[src/rtl/hex_display_scanner.sv]
// Scanned 8-digit common-anode hex display driver with change highlighting.
// Define HEXDISP_LZB_EN to blank leading-zero digits.
`timescale 1ns/1ps
module hex_display_scanner #(
    parameter int SCAN_DIV    = 50000,
    parameter int CHANGE_HOLD = 200
) (
    input  logic        clock,
    input  logic        reset,
    input  logic [31:0] hexValue,
    input  logic        valueValid,
    input  logic        freeze,
    output logic [6:0]  seg,
    output logic        dp,
    output logic [7:0]  digitEn,
    output logic        frameTick,
    output logic [31:0] shown
);

    localparam int PW = $clog2(SCAN_DIV);
    localparam logic [PW-1:0] LAST = PW'(SCAN_DIV - 1);
    localparam logic [15:0] HOLD = 16'(CHANGE_HOLD);

    logic [31:0]   r_shown;
    logic [7:0]    r_mask;
    logic [15:0]   r_hold;
    logic [PW-1:0] r_presc;
    logic [2:0]    r_idx;
    logic [6:0]    r_seg;
    logic          r_dp;
    logic [7:0]    r_en;
    logic          r_ft;

    logic       w_cap;
    logic       w_wrap;
    logic [7:0] w_diff;
    logic [3:0] w_nib;
    logic [6:0] w_seg;
    logic       w_blank;

    assign w_cap  = valueValid && !freeze;
    assign w_wrap = (r_presc == LAST);
    assign w_nib  = r_shown[{r_idx, 2'b00} +: 4];

    always_comb begin
        w_diff = '0;
        for (int i = 0; i < 8; i++)
            w_diff[i] = (hexValue[4*i +: 4] != r_shown[4*i +: 4]);
    end

    always_comb begin
        w_seg = 7'h7F;
        case (w_nib)
            4'h0: w_seg = 7'b1000000;
            4'h1: w_seg = 7'b1111001;
            4'h2: w_seg = 7'b0100100;
            4'h3: w_seg = 7'b0110000;
            4'h4: w_seg = 7'b0011001;
            4'h5: w_seg = 7'b0010010;
            4'h6: w_seg = 7'b0000010;
            4'h7: w_seg = 7'b1111000;
            4'h8: w_seg = 7'b0000000;
            4'h9: w_seg = 7'b0010000;
            4'hA: w_seg = 7'b0001000;
            4'hB: w_seg = 7'b0000011;
            4'hC: w_seg = 7'b1000110;
            4'hD: w_seg = 7'b0100001;
            4'hE: w_seg = 7'b0000110;
            default: w_seg = 7'b0001110;
        endcase
    end

`ifdef HEXDISP_LZB_EN
    logic [2:0] w_msd;

    always_comb begin
        w_msd = 3'd0;
        for (int i = 1; i < 8; i++)
            if (r_shown[4*i +: 4] != 4'h0)
                w_msd = 3'(i);
    end

    assign w_blank = (r_idx > w_msd);
`else
    assign w_blank = 1'b0;
`endif

    always_ff @(posedge clock) begin
        if (reset) begin
            r_shown <= '0;
            r_mask  <= '0;
            r_hold  <= '0;
            r_presc <= '0;
            r_idx   <= '0;
            r_seg   <= 7'h7F;
            r_dp    <= 1'b1;
            r_en    <= 8'hFF;
            r_ft    <= 1'b0;
        end else begin
            r_ft <= w_wrap && (r_idx == 3'd7);
            if (w_wrap) begin
                r_presc <= '0;
                r_idx   <= r_idx + 3'd1;
            end else begin
                r_presc <= r_presc + PW'(1);
            end

            if (w_cap)
                r_shown <= hexValue;

            // A changing capture reloads the hold even on a frame tick.
            if (w_cap && (w_diff != 8'h00)) begin
                r_mask <= w_diff;
                r_hold <= HOLD;
            end else if (r_ft && (r_hold != 16'd0)) begin
                r_hold <= r_hold - 16'd1;
                if (r_hold == 16'd1)
                    r_mask <= '0;
            end

            r_en  <= (r_presc == '0 || w_blank) ? 8'hFF : ~(8'h01 << r_idx);
            r_seg <= w_seg;
            r_dp  <= ~r_mask[r_idx] | w_blank;
        end
    end

    assign seg       = r_seg;
    assign dp        = r_dp;
    assign digitEn   = r_en;
    assign frameTick = r_ft;
    assign shown     = r_shown;

endmodule

[config.mk]
export PLATFORM = sky130hd
export DESIGN_NAME = hex_display_scanner
export DESIGN_NICKNAME = d
export VERILOG_FILES = /design/src/rtl/hex_display_scanner.sv
export SDC_FILE = /design/constraint.sdc
export NUM_CORES = 1
export LEC_CHECK = 0
export ABC_AREA = 1
export CAP_MARGIN = 10
export CORE_MARGIN = 1
export CORE_UTILIZATION = 50
export DETAILED_ROUTE_END_ITERATION = 10
export PLACE_DENSITY = 0.8
export SLEW_MARGIN = 20
export SYNTH_ARGS = -nofsm -noshare
export SYNTH_HDL_FRONTEND = slang
export SYNTH_SLANG_ARGS = --single-unit
[constraint.sdc]
create_clock -name clock -period 2.3 [get_ports clock]
set_clock_uncertainty 0.05 [all_clocks]
set_input_delay 0.345 -clock clock [delete_from_list [all_inputs] [get_ports clock]]
set_output_delay 0.345 -clock clock [all_outputs]
set_load 0.1 [all_outputs]
==> flow_summary.toml, run 1 <==
[status]
outcome = "finished, final reports clean"

[drt]
wl_per_cell_um = 13.2
routed_wl_um = 11600
viasPerCell = 5.13
dr.pass1.iters = 6
drt_iter0_drc = 225
vias = 4493
drc = 0
ant_nets = 0

[yosys]
syn_nets = 713
syn_area_um2 = 4860
synth_common_cells = "nand2_1, nor2_1, dfxtp_1"
async_reset_ff_frac = 0
ys_warn_count = 0
yosys.cell_types.count = 44
synth_edf_count = 0
synth-main-ff-cell = "dfxtp_1"
synth_seq_cells = 92
synth_top_area_frac = 0.379
synth_area_leaders = "dfxtp_1, nand2_1, nor2_1"
synth_most_common_cell = "nand2_1"
avgSynthCellArea_um2 = 7.36
yosys.area.top_type = "dfxtp_1"
synthCells = 660
synth_seq_area_share = 0.379

[sta]
drv_slew = 0
fin_tns_setup_ns = 0
whs_ns = 0.423
tightest_slew_ns = 0.677
setup_viol = 0
relSlewSlack = 0.548
fin_crit_ns = 2.03
hold_viol = 0
period_share = 0.881
fmax_mhz = 494
rsz0062_at_grt = "false"

[pwr]
irDropWorstVdd_mv = 0.352
pwr-share-comb = 0.232
power.total_mw = 3.75
p_sw_frac = 0.346
pwr-share-seq = 0.461
switching_power_mw = 1.30
internal_power_mw = 2.45
clkPwrFrac = 0.307
p_leak_nw = 2.49
power_density_nw_per_um2 = 638

[layout]
antenna_cells = 0
fin_nets = 794
fillers = 827
syn2layout_area_growth_pct = 21.0
layout-drive-gt1-share = 0.177

[global_routing]
grt_antenna_before_repair = 0
grt.overflow.total = 0
grt_pass1_wl_um = 19200
grt_util_met2 = 0.411
grt_pass1_vias = 4160
met3_usage = 0.0465
grt_max_degree = 33
grt_usage = 0.239
busiest_layer = "met2"
met1_usage = 0.296

[worst_setup_path]
cp.required_ns = 2.56
slowest_stage = "dfxtp_2"
critPathKind = "reg -> reg"
cpMostUsedCell = "o21ai_0"
cp.arrival_ns = 2.28
crit_fanout = 15
worstSetupStartpointType = "flip-flop"
max_stage_delay_ns = 0.45
endpoint_kind = "flip-flop"
crit_chain = "inv_4, o21ai_0, o21ai_0, nand2_1, o21a_1, ha_1, inv_1, a21oi_1, o21ai_0, nand3_1"

[flow_run]
max_cap_violations = 0

[cts]
cts_buffers = 9
cts_tree = "done"
clk_latency_ns = 0.37
clock-sinks = 92
htree_num_levels = 3
root_buffer = "clkbuf_8"
path_clk_slew_ns = 0.10
clockBufferDepth = 2

[die]
rows = 35
fp.dieH_um = 101
dieArea_um2 = 10100
die_x_um = 101
io_pins = 85
core_area_um2 = 9330
start_util = 0.521

[place]
numPortBuffers = 84
place_congestion = 0.921
place_hpwl_um = 8730

[hold_path]
hp-class = "reg -> reg"
[registers in the layout, indices dropped and copies added, names as in the netlist]
signal,count
shown,32
r_hold,16
r_presc,16
digitEn,8
r_mask,8
seg,7
r_idx,3
dp,1
frameTick,1
[power groups by stage]
stage               clock network (mW)  registers [mW]  logic, mW
floorplan                            0            2.12      0.283
global placement                     0            1.76      0.863
detailed placement                   0            1.77      0.870
CTS                               1.17            1.73      0.873
global route                      1.24            1.74      0.929
finish                            1.15            1.73      0.872
[critical path, delay by kind of cell (launching register included)]
family,cells,cell delay (ns)
compound gates,5,0.88
flops,1,0.45
simple gates,2,0.17
fa+ha+maj,1,0.23
buf+inv,2,0.17
[cell families (layout without fill, tap and decap cells)]
family | count (synthesis) | count (layout) | share of synthesized area
DFF | 92 | 92 | 0.379
AOI/OAI and AO/OA | 123 | 123 | 0.148
xor gates and xnor gates | 32 | 32 | 0.0577
buffers and inverters | 88 | 174 | 0.0799
adders and majority gates | 17 | 17 | 0.0438
and+or+nand+nor | 308 | 308 | 0.291
[final timing paths]
kind | startpoint | to | slack (ns) | cells past startpoint
setup / recovery | r_idx[0] | seg[0] | 0.27 | 10
hold / removal | r_mask[6] | r_mask[6] | 0.42 | 2
setup reg to reg | r_idx[0] | seg[0] | 0.27 | 10
hold reg to reg | r_mask[6] | r_mask[6] | 0.42 | 2
[layout make-up]
| type | instances | area, um^2 | share of cell area |
|---|---|---|---|
| multi-input combinational | 480 | 2630 | 0.448 |
| sequential | 92 | 1840 | 0.313 |
| timing repair buffer | 94 | 793 | 0.135 |
| inverter | 64 | 243 | 0.0413 |
| tap | 129 | 161 | 0.0275 |
| clock buffer | 10 | 138 | 0.0234 |
| clock inverter | 6 | 68.8 | 0.0117 |
[timing repair]
action | 4_1_cts | 5_1_grt
setup endpoints to repair | 0 | 4
gates resized for setup | 0 | 1
buffers inserted | 0 | 0
hold buffers | 0 | 0
[cells in the final DEF, fill, tap and decap left out, drive strengths merged, types with 3 or more instances in the layout]
cell and count:
clkbuf 10, inv 66, nand3 28, a31oi 3
nor2 122, nor4 4, nand4 11, nor3 5
nand2 122, nand3b 9, ha 17, xor2 7
o21ai 65, buf 59, dfxtp 92, xnor2 25
a211oi 3, a21oi 41, clkdlybuf4s50 35, o21a 3
or2 4, o22ai 3
[per-stage QoR]
| stage | setup WS [ns] | instances | util | area [um^2] |
|---|---|---|---|---|
| detailed placement | 0.169 | 859 | 0.608 | 5670 |
| global route | 0.0552 | 875 | 0.630 | 5880 |
| finish | 0.275 | 875 | 0.630 | 5880 |
| global placement | 0.186 | 859 | 0.608 | 5670 |
| floorplan | 0.0306 | 660 | - | 4860 |
| CTS | 0.158 | 875 | 0.630 | 5880 |
[layer usage]
layer,share of wire,vias to the layer above
li1,-,2292
met1,0.43,2028
met2,0.48,151
met3,0.066,22
met4,0.021,0
met5,0,-
(Power assumes the default switching activity.)
==> inputs of run 2 (changes only) <==
Settings changed: SLEW_MARGIN 20 to unset.
==> results of run 2 <==
Same layout as run 1: the final DEF is identical, and so are final timing and power.
